`config.mk`:
```
export PLATFORM = sky130hd
export DESIGN_NAME = fifo_wr_arbiter
export DESIGN_NICKNAME = d
export VERILOG_FILES = /design/src/rtl/fifo_wr_arbiter.sv
export SDC_FILE = /design/constraint.sdc
export NUM_CORES = 1
export LEC_CHECK = 0
export ABC_AREA = 0
export BUFFER_PORTS_ARGS = -buffer_cell sky130_fd_sc_hd__buf_2
export CAP_MARGIN = 0
export CORE_ASPECT_RATIO = 0.8
export CORE_MARGIN = 8
export CORE_UTILIZATION = 30
export CTS_BUF_LIST = sky130_fd_sc_hd__clkbuf_8
export CTS_CLUSTER_SIZE = 30
export DETAILED_ROUTE_END_ITERATION = 8
export GPL_TIMING_DRIVEN = 0
export PLACE_DENSITY_LB_ADDON = 0.12
export SLEW_MARGIN = 25
export SYNTH_ARGS = -nofsm -noshare
export SYNTH_HDL_FRONTEND = slang
export SYNTH_SLANG_ARGS = --single-unit
export TNS_END_PERCENT = 1
```
`constraint.sdc`:
```
create_clock -name clk_i -period 1.63 [get_ports clk_i]
set_input_delay 0.0815 -clock clk_i [delete_from_list [all_inputs] [get_ports clk_i]]
set_output_delay 0.0815 -clock clk_i [all_outputs]
set_load 0.01 [all_outputs]
```
`src/rtl/fifo_wr_arbiter.sv`:
```
// fifo_wr_arbiter
//   Round-robin write arbiter for NUM_REQ requesters that share one synchronous
//   FIFO. It grants one requester at a time. That requester may then push up to
//   MAX_BURST words back to back. An IDLE cycle always separates two grants, and
//   the arbiter uses that cycle to pick the next owner. The search for the next
//   owner starts one index above the last owner.
//
// Ports
//   clk_i           clock; all state updates on the rising edge
//   rst_ni          asynchronous active-low reset
//   req_i           per-requester push request (bit i = requester i)
//   req_data_i      flat data bus; requester i owns [i*DATA_WIDTH +: DATA_WIDTH]
//   gnt_o           one-hot or zero; requester's word accepted this cycle
//   fifo_push_o     push strobe to the shared FIFO
//   fifo_wr_data_o  owner's data slice, driven every cycle
//   fifo_full_i     full flag from the shared FIFO
//   busy_o          high while a grant is held
//   owner_o         index of the current or last granted requester
module fifo_wr_arbiter #(
    parameter int unsigned NUM_REQ    = 4,
    parameter int unsigned DATA_WIDTH = 32,
    parameter int unsigned MAX_BURST  = 4
) (
    input  logic                                           clk_i,
    input  logic                                           rst_ni,
    input  logic [NUM_REQ-1:0]                             req_i,
    input  logic [NUM_REQ*DATA_WIDTH-1:0]                  req_data_i,
    output logic [NUM_REQ-1:0]                             gnt_o,
    output logic                                           fifo_push_o,
    output logic [DATA_WIDTH-1:0]                          fifo_wr_data_o,
    input  logic                                           fifo_full_i,
    output logic                                           busy_o,
    output logic [((NUM_REQ > 1) ? $clog2(NUM_REQ) : 1)-1:0] owner_o
);

    localparam int unsigned OwnerW = (NUM_REQ > 1) ? $clog2(NUM_REQ) : 1;
    localparam int unsigned SumW   = OwnerW + 1;
    localparam int unsigned CntW   = $clog2(MAX_BURST + 1);
    localparam logic [CntW-1:0]   MaxCnt    = CntW'(MAX_BURST);
    localparam logic [OwnerW-1:0] LastIdx   = OwnerW'(NUM_REQ - 1);
    localparam logic [SumW-1:0]   NumReqSum = SumW'(NUM_REQ);

    typedef enum logic [0:0] {StIdle, StGrant} state_e;

    state_e            state_q, state_d;
    logic [OwnerW-1:0] owner_q, owner_d;
    logic [OwnerW-1:0] last_owner_q, last_owner_d;
    logic [CntW-1:0]   burst_cnt_q, burst_cnt_d;
    logic [CntW-1:0]   burst_inc;

    logic              pick_valid;
    logic [OwnerW-1:0] pick_idx;
    logic [SumW-1:0]   cand;

    logic [DATA_WIDTH-1:0] slice [NUM_REQ];

    for (genvar g = 0; g < NUM_REQ; g++) begin : g_slice
        assign slice[g] = req_data_i[g*DATA_WIDTH +: DATA_WIDTH];
    end

    // Rotating priority search. Candidates are last_owner+1, +2, ... modulo
    // NUM_REQ, so the last owner itself is considered last.
    always_comb begin
        pick_valid = 1'b0;
        pick_idx   = '0;
        cand       = '0;
        for (int i = 1; i <= int'(NUM_REQ); i++) begin
            cand = {1'b0, last_owner_q} + SumW'(i);
            if (cand >= NumReqSum) begin
                cand = cand - NumReqSum;
            end
            if (!pick_valid && req_i[cand[OwnerW-1:0]]) begin
                pick_valid = 1'b1;
                pick_idx   = cand[OwnerW-1:0];
            end
        end
    end

    assign burst_inc = burst_cnt_q + 1'b1;

    always_comb begin
        state_d      = state_q;
        owner_d      = owner_q;
        last_owner_d = last_owner_q;
        burst_cnt_d  = burst_cnt_q;
        gnt_o        = '0;
        fifo_push_o  = 1'b0;

        unique case (state_q)
            StIdle: begin
                if (pick_valid && !fifo_full_i) begin
                    owner_d     = pick_idx;
                    burst_cnt_d = '0;
                    state_d     = StGrant;
                end
            end
            StGrant: begin
                if (req_i[owner_q]) begin
                    // When req is high but the FIFO is full, stall: hold
                    // the count and do not push.
                    if (!fifo_full_i) begin
                        gnt_o[owner_q] = 1'b1;
                        fifo_push_o    = 1'b1;
                        if (burst_cnt_q != MaxCnt) begin
                            burst_cnt_d = burst_inc;
                        end
                        if (burst_inc == MaxCnt) begin
                            state_d      = StIdle;
                            last_owner_d = owner_q;
                        end
                    end
                end else begin
                    state_d      = StIdle;
                    last_owner_d = owner_q;
                end
            end
            default: state_d = StIdle;
        endcase
    end

    always_ff @(posedge clk_i or negedge rst_ni) begin
        if (!rst_ni) begin
            state_q      <= StIdle;
            owner_q      <= '0;
            last_owner_q <= LastIdx;
            burst_cnt_q  <= '0;
        end else begin
            state_q      <= state_d;
            owner_q      <= owner_d;
            last_owner_q <= last_owner_d;
            burst_cnt_q  <= burst_cnt_d;
        end
    end

    assign fifo_wr_data_o = slice[owner_q];
    assign busy_o         = (state_q == StGrant);
    assign owner_o        = owner_q;

endmodule

```
# Yosys cells after proc, flatten, opt, wreduce, memory -nomap -nowiden
# Cells that the tools add are included.
[word_totals]
word_cells = 92
ff_bits = 8
inputBits = 135
[classes]
n_eq_ne = 8
n_mux = 46
bitwise = 2
n_reduce_logical = 12
order_cmp = 11
addsub = 9
[op_table]
columns = ["op", "count"]
rows = [
  ["binary-select mux 32 bit (select 2 bit)", 1],
  ["2-to-1 mux 32 bit", 2],
  ["2-to-1 mux 2 bit", 11],
  ["2-to-1 mux 1 bit", 17],
  ["greater-or-equal comparator 3 bit, second input constant", 5],
  ["< comparator 2 x 3 -> 1 bit, second input constant", 5],
  ["2-to-1 mux 3 bit", 4],
  ["2-to-1 mux 4 bit", 3],
  ["binary-select mux 1 bit (select 2 bit)", 5],
  ["subtractor 2 x 1 -> 2 bit, second input constant", 4],
  ["adder 2 x 2 -> 3 bit, second input constant", 2],
  ["inequality test 2 x 1 -> 1 bit, second input constant", 3],
  ["inequality test 2 bit, second input constant", 3],
  ["one-hot mux 3 bit (2 select lines)", 1],
  ["logical AND 1 bit", 5],
  ["zero test 1 bit", 4],
  ["AND reduction 4 bit", 1],
  ["adder 2 x 1 -> 3 bit, second input constant", 1],
  ["adder 2 x 3 -> 3 bit, second input constant", 1],
  ["adder 3 x 1 -> 3 bit, second input constant", 1],
  ["== test 3 bit, second input constant", 1],
  ["inequality test 3 bit, second input constant", 1],
  ["inverter 2 -> 3 bit", 1],
  ["AND reduction 3 bit", 1],
  ["other kinds (5)", 5],
]

# Depth between registers and ports, before layout
# Gate-level depths: netlist of run 1.
[logic_depth]
word_depth = 18
depth_mapped = 6

# Worst setup path after synthesis of run 1
# No wires, ideal clock.
[synth_path]
path_kind = "flip-flop to flip-flop"
start = "reg owner_q[0] (netlist: owner_o[0])"
end = "reg last_owner_q[0]"
t_required_ps = 1548
path_buffers = 1
arrival_time_ps = 1525
stages_incl_launch_ff = 6
slack_ps = 22
period_less_slack_ps = 1608
path_cell_list = "dfrtp_1 -> buf_6 -> mux4_2 -> o21ai_2 -> and2_4 -> mux2_4"
[synth_between]
elab_chain_len = 4
[synth_lines]
columns = ["element", "line", "text"]
rows = [
  ["start: declaration", "46", "logic [OwnerW-1:0] owner_q, owner_d;"],
  ["start signal: assignment", "129", "owner_q <= owner_d;"],
  ["binary-select mux 1 bit (select 2 bit)", "98", "if (req_i[owner_q]) begin"],
  ["2-to-1 mux 1 bit (not written as such)", "98", ""],
  ["inequality test 2 x 1 -> 1 bit (no line) / inequality test 2 bit (equally long branches)", "-", ""],
  ["AND reduction 3 bit (no line)", "-", ""],
  ["end signal: assignment", "125", "last_owner_q <= LastIdx;"],
  ["end signal: assignment", "130", "last_owner_q <= last_owner_d;"],
  ["end: declaration", "47", "logic [OwnerW-1:0] last_owner_q, last_owner_d;"],
]
# Several ways; a longest one is shown, not always the timed one. The select of a mux whose other input is x is not followed.
# A chain may end at the register's enable or synchronous reset.

# Final worst setup path of run 1
[layout_path]
start = "reg owner_q[0] (netlist: owner_o[0])"
end = "out fifo_wr_data_o[16]"
[layout_between]
elab_chain_len = 4
[layout_lines]
columns = ["element", "line", "text"]
rows = [
  ["inverter 2 -> 3 bit (not written as such)", "135", "assign fifo_wr_data_o = slice[owner_q];"],
  ["binary-select mux 32 bit (select 2 bit)", "135", ""],
  ["2-to-1 mux 32 bit (not written as such) (2 in a row)", "135", ""],
  ["end: declaration", "30", "output logic [DATA_WIDTH-1:0] fifo_wr_data_o,"],
]
# Every way passes these cells. The select of a mux whose other input is x is not followed.

==> key figures, run 1 <==
Place
  – Gpl congestion: 0.7773
  – Placement Cell Area: 0.002301 sq mm
  – DP Wirelength: 5654 um
  – Buffers on Ports: 174

Global route
  – Initial antenna violation count: 0
  – Largest net degree at the start of global routing: 11
  – First-pass GRT wire length: 9749 um
  – GRT overflow: 0
  – All-Layer GR Usage: 17.26%
  – Vias in the first global route: 1,917

Drt
  – DR vias: 1,701
  – Drt total wl: 6347 um
  – Top Metal Used: met4
  – TritonRoute pass-1 iters: 4
  – Met1 Wirelength: 2362 um
  – Via density: 4.916
  – # DRC: 0
  – Total length of routed met2 wires: 3203 um
  – DR WL met3: 698 um
  – DRT iter0 DRCs: 44
  – Post-DRT Antenna Nets: 0
  – Routed WL per cell: 18.34 um

Finish
  – Area grow syn2layout: 90.67%
  – Final instance area: 0.002584 sq mm
  – Most frequent cells in the layout: buf_2 (160), mux4_2 (33), buf_6 (17)
  – Share of cells above drive strength 1: 81.47%
  – Layout fillers: 442
  – Commonest non-fill, non-tap cell in the layout: buf_2
  – Ant. Diodes: 0
  – Fin nets: 425

Worst setup path
  – Worst setup path category: flip-flop to output port
  – CP peak stage delay: 0.48 ns
  – Buf/Inv on CP: 4
  – Crit path max-delay family: buffers and inverters
  – Crit path capture type: output port
  – Worst-path fanout max: 5
  – Crit path cell chain: buf_6 > buf_12 > clkbuf_16 > mux4_2 > buf_2
  – Crit path required time: 1.55 ns
  – WP data arrival: 1.64 ns
  – Slowest cell on the critical path: mux4_2
  – Crit start category: flip-flop

STA
  – RSZ-0062 raised after global routing: yes
  – Slew headroom: 77.52%
  – Final setup violation count: 34
  – Setup WS post-layout: -0.09442 ns
  – Final Hold Viols: 0
  – Worst-Margin Slew: 0.3279 ns
  – Final Slew Violations: 0
  – Min cycle time layout: 1.724 ns
  – Crit share post-route: 105.8%
  – Max Fclk: 579.9 MHz
  – TNS Setup: -2.321 ns
  – Clock Skews: 0.009452 ns

Synthesis
  – Synthesized flop and latch total: 8
  – Seq/Total Area, Yosys: 14.96%
  – Mapped Nets: 240
  – Avg Cell Area, Syn: 13.28 sq um
  – Mapped Cells: 102
  – Netlist Area Pre-Place: 0.001355 sq mm
  – YS warnings: 0
  – Yosys cell types: 29

Floorplanning
  – Area of the die: 0.006937 sq mm
  – Core area: 0.004459 sq mm
  – Die Y-Extent: 76.11 um
  – Starting Density: 30.39%
  – Num ports: 175
  – Rows: 22
  – Die outline width: 91.14 um

Job
  – Max-Cap Viols: 0

CTS
  – Clock-pin slew on the worst setup and hold paths: 0.05 ns
  – CTS buffer count: 3
  – H-tree levels: 1
  – Clock Tree Buf Depth: 2
  – Clock Tree Root: clkbuf_8
  – Clk Latency, worst-skew pair: 0.23 ns
  – Sink Count: 8
  – CTS tree: yes

Power
  – PD cells: 1494 mW/mm^2
  – VDD IR max: 0.5340 mV
  – Leak Pwr: 1.298 nW

Status
  – Failing checks: setup timing
  – Status: complete, but fails checks

Worst hold path
  – Hold Crit Class: primary input to flip-flop
## synth_stat cells
| library cell | count | area [sq um] |
|---|---|---|
| clkbuf_1 | 4 | 15.01 |
| o22ai_2 | 1 | 12.51 |
| o21a_1 | 1 | 7.510 |
| a31oi_1 | 1 | 6.260 |
| buf_2 | 1 | 5.000 |
| o21ai_0 | 4 | 20.02 |
| mux2_4 | 2 | 30.03 |
| o31ai_1 | 1 | 7.510 |
| o21ai_2 | 1 | 8.760 |
| or3b_4 | 1 | 11.26 |
| nor3b_1 | 2 | 15.01 |
| nor2b_1 | 1 | 6.260 |
| nor2_1 | 4 | 15.01 |
| dfstp_2 | 2 | 52.55 |
| mux2i_1 | 5 | 50.05 |
| a221oi_1 | 1 | 8.760 |
| nand3b_1 | 1 | 7.510 |
| ha_1 | 3 | 37.54 |
| nand2b_1 | 1 | 6.260 |
| nor3_1 | 2 | 10.01 |
| dfrtp_1 | 6 | 150.1 |
| buf_4 | 3 | 22.52 |
| a21oi_1 | 2 | 10.01 |
| nand2_1 | 9 | 33.78 |
| mux4_2 | 33 | 743.2 |
| buf_6 | 2 | 22.52 |
| inv_1 | 6 | 22.52 |
| and2_4 | 1 | 8.760 |
| a211o_1 | 1 | 8.760 |
## layer usage
layer / up-vias / track usage [%]
met3: 8 / 6.890
met2: 108 / 30.46
met1: 787 / 19.01
met5: - / 0
met4: 0 / 3.589
li1: 798 / -
## worst min-delay path: stages
cell and delay, ns:
buf_2 0.13, o21ai_2 0.07, o21ai_0 0.13
## logic make-up (layout without fill, tap and decap cells)
logic type / Yosys count / count (layout) / share of synthesized area, %
buffers and inverters: 16 / 200 / 6.462
AO/OA/AOI/OAI: 13 / 13 / 6.649
multiplexers: 40 / 40 / 60.76
adder cells (fa/ha/maj): 3 / 3 / 2.770
AND/OR/NAND/NOR: 22 / 22 / 8.403
flip-flops: 8 / 8 / 14.96
## final timing paths
path / slack [ns] / endpoint / from / depth (start not counted)
max: -0.09 / fifo_wr_data_o[16] / owner_o[0] / 5
min: 0.22 / busy_o / fifo_full_i / 3
max reg2reg: -0.09 / last_owner_q[0] / owner_o[0] / 6
min reg2reg: 0.51 / burst_cnt_q[0] / burst_cnt_q[0] / 1
max in group asynchronous: 1.15 / last_owner_q[0] / rst_ni / 2
min in group asynchronous: 0.24 / owner_o[0] / rst_ni / 2
## registers in the layout, summed over array words and instances (netlist names)
register,cells
burst_cnt_q,3
busy_o,1
last_owner_q,2
owner_o,2
## report_power, final
group	switching, mW	internal, mW
clock network	0.0797	0.163
logic	1.32	1.94
registers	0.0705	0.293
## final cells by class
| type | count | area (sq um) | share of cell area (%) |
|---|---|---|---|
| plain buffers | 10 | 108.9 | 4.213 |
| clock buffers | 3 | 41.29 | 1.598 |
| clock inverters | 1 | 3.754 | 0.1453 |
| inverters | 6 | 22.52 | 0.8717 |
| multi-input cells | 78 | 1070 | 41.40 |
| flip-flops and latches | 8 | 202.7 | 7.845 |
| well taps | 60 | 75.07 | 2.906 |
| repair buffers | 180 | 1060 | 41.02 |
## repair_timing
action,CTS,global route
endpoints found under the setup margin,34,37
gates resized for setup,22,12
hold buffers,1,0
endpoints found under the hold margin,8,0
gates cloned,1,1
setup buffers,3,0
## through the flow
stage	setup slack [ns]	util [%]	std cells	power, mW	hold WS, ns
floorplan	0.02248	-	102	2.175	-0.2141
global placement	-0.1138	51.60	336	3.017	-0.06989
detailed placement	-0.1249	51.60	336	3.046	-0.06934
CTS	-0.1022	55.92	345	3.692	0.2200
global route	-0.1647	57.94	346	4.156	0.2622
finish	-0.09442	57.94	346	3.860	0.2182
No activity file was read; power rests on OpenSTA's default activity.
==> run 2: changes to the inputs <==
- BUFFER_PORTS_ARGS: -buffer_cell sky130_fd_sc_hd__buf_2 -> -buffer_cell sky130_fd_sc_hd__clkbuf_2
- CTS_BUF_LIST: sky130_fd_sc_hd__clkbuf_8 -> sky130_fd_sc_hd__clkbuf_4
==> run 2 against run 1 <==
  * The flow still finishes with violations (setup timing)
  * Largest cell class unchanged
  * Die area is the same
  * Final cell count grew 0.58%
  * Sequential share of layout area grew 0.28 points
  * Final area shrank 3.4%
  * Count of clock-buffer cells in the layout grew 1
  * Power shrank 6.9%
  * Via count grew 1.3%
  * Critical path type unchanged
  * Clock skew grew 0.0016 ns
==> key figures, run 2 (synthesis results as in run 1) <==
CTS
  – CTS buffer count: 3 (unchanged)
  – CTS tree: yes (unchanged)
  – Sink Count: 8 (unchanged)
  – Clock Tree Root: clkbuf_4 (was clkbuf_8)
  – H-tree levels: 1 (unchanged)
  – Clock Tree Buf Depth: 2 (unchanged)
  – Clock-pin slew on the worst setup and hold paths: 0.06 ns (was 0.05 ns)
  – Clk Latency, worst-skew pair: 0.26 ns (was 0.23 ns)

Place
  – Pre-CTS WS: -0.1281 ns (was -0.1249 ns)
  – Dpl cells: 336 (unchanged)
  – DP Wirelength: 5720 um (was 5654 um)
  – Gpl congestion: 0.8017 (was 0.7773)
  – Buffers on Ports: 174 (unchanged)

Finish
  – Share of cells above drive strength 1: 82.29% (was 81.47%)
  – Ant. Diodes: 0 (unchanged)
  – Max reg flops: 3 (unchanged)
  – Fin nets: 427 (was 425)
  – Largest register by flop count: burst_cnt_q (unchanged)
  – Utilization after layout: 55.98% (was 57.94%)
  – Commonest non-fill, non-tap cell in the layout: clkbuf_2 (was buf_2)
  – Most frequent cells in the layout: clkbuf_2 (175), mux4_2 (33), nand2_1 (9) (was buf_2 (160), mux4_2 (33), buf_6 (17))
  – Area grow syn2layout: 84.21% (was 90.67%)
  – Final non-filler cell total: 348 (was 346)

Floorplanning
  – Die outline width: 91.14 um (unchanged)
  – Core area: 0.004459 sq mm (unchanged)
  – Area of the die: 0.006937 sq mm (unchanged)
  – Die Y-Extent: 76.11 um (unchanged)
  – Starting Density: 30.39% (unchanged)
  – Num ports: 175 (unchanged)
  – Rows: 22 (unchanged)

STA
  – Clock Skews: 0.01108 ns (was 0.009452 ns)
  – Crit share post-route: 107.0% (was 105.8%)
  – TNS Setup: -2.641 ns (was -2.321 ns)
  – RSZ-0062 raised after global routing: yes (unchanged)
  – Min cycle time layout: 1.744 ns (was 1.724 ns)
  – Setup WS post-layout: -0.1142 ns (was -0.09442 ns)
  – Final setup violation count: 34 (unchanged)
  – Final Hold Viols: 0 (unchanged)
  – Slew headroom: 77.00% (was 77.52%)
  – Max Fclk: 573.3 MHz (was 579.9 MHz)
  – Hold_ws: 0.1949 ns (was 0.2182 ns)
  – Final Slew Violations: 0 (unchanged)
  – Worst-Margin Slew: 0.3354 ns (was 0.3279 ns)

Drt
  – Post-DRT Antenna Nets: 0 (unchanged)
  – # DRC: 0 (unchanged)
  – DRT iter0 DRCs: 58 (was 44)
  – DR vias: 1,723 (was 1,701)
  – TritonRoute pass-1 iters: 4 (unchanged)
  – Drt total wl: 6294 um (was 6347 um)
  – Via density: 4.951 (was 4.916)
  – Routed WL per cell: 18.09 um (was 18.34 um)

Worst setup path
  – Worst-path fanout max: 5 (unchanged)
  – Crit path capture type: output port (unchanged)
  – Crit start category: flip-flop (unchanged)
  – Crit path required time: 1.55 ns (about the same)
  – WP data arrival: 1.66 ns (was 1.64 ns)
  – R2r setup slk: -0.09 ns (about the same)
  – Worst setup path category: flip-flop to output port (unchanged)

Global route
  – All-Layer GR Usage: 17.40% (was 17.26%)
  – GRT overflow: 0 (unchanged)
  – Initial antenna violation count: 0 (unchanged)
  – Vias in the first global route: 1,867 (was 1,917)
  – First-pass GRT wire length: 9791 um (was 9749 um)
  – Largest net degree at the start of global routing: 11 (unchanged)

Worst hold path
  – Hold Crit Class: primary input to asynchronous set/reset pin (was primary input to flip-flop)

Status
  – Failing checks: setup timing (unchanged)
  – Status: complete, but fails checks (unchanged)

Power
  – Leak Pwr: 1.301 nW (was 1.298 nW)
  – PD cells: 1439 mW/mm^2 (was 1494 mW/mm^2)
  – VDD IR max: 0.5436 mV (was 0.5340 mV)

Job
  – Max-Cap Viols: 0 (unchanged)
run 2: stage by stage:
stage	total power [mW]	area, sq um
detailed placement	3.054	2301
global route	3.887	2496
floorplan	2.175	1355
global placement	3.029	2301
CTS	3.557	2455
finish	3.593	2496
run 2: what timing repair did:
| action | in CTS | in global routing |
|---|---|---|
| setup endpoints to repair | 36 | 41 |
| buffers inserted | 4 | 1 |
| pin swaps | 0 | 1 |
| gates resized for setup | 17 | 4 |
| cloned | 1 | 1 |
| hold buffers | 1 | 0 |
| endpoints found under the hold margin | 8 | 0 |
run 2: routing by layer:
metal | vias to the layer above | GRT usage [%] | part of all wire (%)
met5 | - | 0 | 0
met3 | 10 | 7.480 | 11
li1 | 798 | - | -
met4 | 0 | 4.894 | 1.7
met2 | 107 | 30.46 | 50
met1 | 808 | 18.59 | 37
run 2: final timing paths:
check                                from           endpoint  depth (start not counted)
min                                rst_ni     burst_cnt_q[0]                          2
min in group clk_i            fifo_full_i             busy_o                          3
max in group asynchronous          rst_ni    last_owner_q[0]                          2
min reg2reg                burst_cnt_q[0]     burst_cnt_q[0]                          1
max                            owner_o[0]  fifo_wr_data_o[6]                          5
max reg2reg                    owner_o[0]    last_owner_q[1]                          6
run 2: area by class of cell:
type,instances,area (sq um)
clock buffers,4,30.03
fillers,442,1963
multi-input cells,78,1074
well taps,60,75.07
repair buffers,182,983.4
flip-flops and latches,8,202.7
plain buffers,10,108.9
inverters,6,22.52
run 2: power breakdown:
| part | leakage (nW) | internal [mW] | switching (mW) | total (mW) |
|---|---|---|---|---|
| Clock | 0.0184 | 0.111 | 0.0727 | 0.183 |
| Combinational | 1.18 | 1.75 | 1.29 | 3.04 |
| Sequential | 0.0985 | 0.292 | 0.0746 | 0.367 |
| Total | 1.30 | 2.15 | 1.44 | 3.59 |
run 2: worst max-delay path: stages, from the launching register on:
cell	delay, ns
dfrtp_1	0.36
buf_6	0.12
buf_12	0.13
clkbuf_16	0.15
mux4_2	0.49
clkbuf_2	0.15
==> run 3: changes to the inputs <==
- CORE_UTILIZATION: 30 -> 36
- clock period: 1.63 -> 2.2 ns (I/O delays scaled with it)
==> run 3 against run 2 <==
  * The run now ends clean
  * Count of clock-buffer cells in the layout unchanged
  * First-iteration DRC count decreased by 38%
  * Final cell count decreased by 6.6%
  * Register-to-register slack improved by 0.66 ns
  * Sequential power fell by 26%
  * Power shrank 34%
  * Clock skew increased by 0.0018 ns
  * Setup slack gained 0.28 ns
==> key figures, run 3 (synthesis results as in run 1) <==
Finish
  – Final instance area: 0.002321 sq mm (was 0.002496 sq mm)
  – Fin nets: 420 (was 427)
  – Max reg flops: 3 (unchanged)
  – Commonest non-fill, non-tap cell in the layout: clkbuf_2 (unchanged)
  – Most frequent cells in the layout: clkbuf_2 (174), mux4_2 (33), nand2_1 (9) (was clkbuf_2 (175), mux4_2 (33), nand2_1 (9))
  – Ant. Diodes: 0 (unchanged)
  – Layout fillers: 338 (was 442)
  – Share of cells above drive strength 1: 80.07% (was 82.29%)
  – Area grow syn2layout: 71.28% (was 84.21%)
  – Largest register by flop count: burst_cnt_q (unchanged)

Worst setup path
  – Crit path capture type: output port (unchanged)
  – Worst-path fanout max: 10 (was 5)
  – R2r worst-path depth: 5 (was 6)
  – Slowest cell on the critical path: mux4_2 (unchanged)
  – Crit path cell chain: buf_6 > buf_4 > buf_4 > mux4_2 > clkbuf_2 (was buf_6 > buf_12 > clkbuf_16 > mux4_2 > clkbuf_2)
  – Worst setup path start: owner_o[0] (unchanged)
  – Worst setup path category: flip-flop to output port (unchanged)
  – R2r setup slk: 0.57 ns (was -0.09 ns)
  – Worst r2r dst: last_owner_q[1] (unchanged)
  – WP data arrival: 1.92 ns (was 1.66 ns)
  – Buf/Inv on CP: 4 (unchanged)
  – CP peak stage delay: 0.54 ns (was 0.49 ns)
  – Crit path required time: 2.09 ns (was 1.55 ns)
  – Crit path max-delay family: buffers and inverters (unchanged)
  – Crit start category: flip-flop (unchanged)
  – CP most frequent cell: buf_4
  – Worst R2R Start: owner_o[0] (unchanged)

Power
  – PD cells: 1019 mW/mm^2 (was 1439 mW/mm^2)
  – Net Sw Frac: 42.99% (was 40.09%)
  – Sequential power share: 11.4% (was 10.2%)
  – Psw: 1.017 mW (was 1.440 mW)
  – Clock share of power: 5.6% (was 5.1%)
  – Leak Pwr: 1.223 nW (was 1.301 nW)
  – Internal: 1.348 mW (was 2.153 mW)
  – Combinational share of power: 83.0% (was 84.7%)
  – VDD IR max: 0.5901 mV (was 0.5436 mV)

Floorplanning
  – Num ports: 175 (unchanged)
  – Starting Density: 36.59% (was 30.39%)
  – Die outline width: 84.60 um (was 91.14 um)
  – Core area: 0.003704 sq mm (was 0.004459 sq mm)
  – Rows: 20 (was 22)
  – Die Y-Extent: 70.88 um (was 76.11 um)
  – Area of the die: 0.005996 sq mm (was 0.006937 sq mm)

Global route
  – Initial antenna violation count: 0 (unchanged)
  – GRT overflow: 0 (unchanged)
  – First-pass GRT wire length: 9535 um (was 9791 um)
  – Largest net degree at the start of global routing: 11 (unchanged)
  – All-Layer GR Usage: 19.98% (was 17.40%)
  – Vias in the first global route: 1,786 (was 1,867)

Drt
  – Total length of routed met2 wires: 3319 um (was 3163 um)
  – TritonRoute pass-1 iters: 4 (unchanged)
  – Post-DRT Antenna Nets: 0 (unchanged)
  – DR vias: 1,691 (was 1,723)
  – DRT iter0 DRCs: 36 (was 58)
  – DR WL met3: 567 um (was 699 um)
  – Top Metal Used: met4 (unchanged)
  – Routed WL per cell: 19.47 um (was 18.09 um)
  – Drt total wl: 6329 um (was 6294 um)
  – Via density: 5.203 (was 4.951)
  – # DRC: 0 (unchanged)
  – Met1 Wirelength: 2429 um (was 2322 um)

Place
  – Buffers on Ports: 174 (unchanged)
  – Placement Cell Area: 0.002281 sq mm (was 0.002301 sq mm)
  – DP Wirelength: 5813 um (was 5720 um)
  – Gpl congestion: 0.8906 (was 0.8017)
  – Pre-CTS WS: 0.4280 ns (was -0.1281 ns)

CTS
  – CTS tree: yes (unchanged)
  – CTS buffer count: 3 (unchanged)
  – Clock Tree Buf Depth: 2 (unchanged)
  – H-tree levels: 1 (unchanged)
  – Clk Latency, worst-skew pair: 0.26 ns (about the same)
  – Clock-pin slew on the worst setup and hold paths: 0.06 ns (about the same)
  – Sink Count: 8 (unchanged)
  – Clock Tree Root: clkbuf_4 (unchanged)
  – Post-cts resize count: 0 (was 17)

STA
  – Slew headroom: 64.66% (was 77.00%)
  – Max Fclk: 492.4 MHz
  – Final setup violation count: 0 (was 34)
  – Final Hold Viols: 0 (unchanged)
  – Crit share post-route: 92.31%
  – TNS Setup: 0 ns (was -2.641 ns)
  – Final Slew Violations: 0 (unchanged)
  – Setup WS post-layout: 0.1691 ns (was -0.1142 ns)
  – Worst-Margin Slew: 0.5301 ns (was 0.3354 ns)
  – RSZ-0062 raised after global routing: no (was yes)
  – Clock Skews: 0.01291 ns (was 0.01108 ns)
  – Min cycle time layout: 2.031 ns

Worst hold path
  – Hold Crit Class: primary input to asynchronous set/reset pin (unchanged)

Status
  – Status: completed (was complete, but fails checks)

Job
  – Max-Cap Viols: 0 (unchanged)
[run 3: repair_timing]
action,in CTS,in global routing
hold buffers,1,0
setup buffers,0,0
endpoints found under the hold margin,8,0
[run 3: routing by layer]
metal	vias to the layer above	track usage [%]
met2	91	35.92
met5	-	0
met1	811	23.44
met4	0	1.772
met3	3	6.366
li1	786	-
[run 3: worst max path at each step]
stage | endpoint | depth (start not counted)
floorplan | last_owner_q[0] | 5
global placement | fifo_wr_data_o[13] | 5
detailed placement | fifo_wr_data_o[18] | 5
CTS | fifo_wr_data_o[13] | 5
global route | fifo_wr_data_o[3] | 5
finish | fifo_wr_data_o[13] | 5
[run 3: layout make-up]
| cell class | count | area [sq um] | share of cell area, % |
|---|---|---|---|
| Timing Repair Buffer | 175 | 880.8 | 37.95 |
| Tap cell | 44 | 55.05 | 2.372 |
| Inverter | 6 | 22.52 | 0.9703 |
| Buffer | 10 | 65.06 | 2.803 |
| Multi-Input combinational cell | 78 | 1065 | 45.88 |
| Clock buffer | 4 | 30.03 | 1.294 |
| Sequential cell | 8 | 202.7 | 8.733 |
[run 3: power groups by stage]
stage               logic [mW]  registers [mW]  clock network, mW
floorplan                 1.34           0.274                  0
global placement          1.96           0.272                  0
detailed placement        1.98           0.274                  0
CTS                       1.99           0.272              0.140
global route              2.13           0.280              0.149
finish                    1.96           0.270              0.132
[run 3: metrics by stage]
step	cells	hold slack [ns]	total power, mW	utilization, %
finish	325	0.2249	2.365	62.67
global route	325	0.2447	2.561	62.67
CTS	325	0.2091	2.400	62.67
detailed placement	320	-0.03797	2.257	61.59
global placement	320	-0.03795	2.235	61.59
floorplan	102	-0.1856	1.612	-
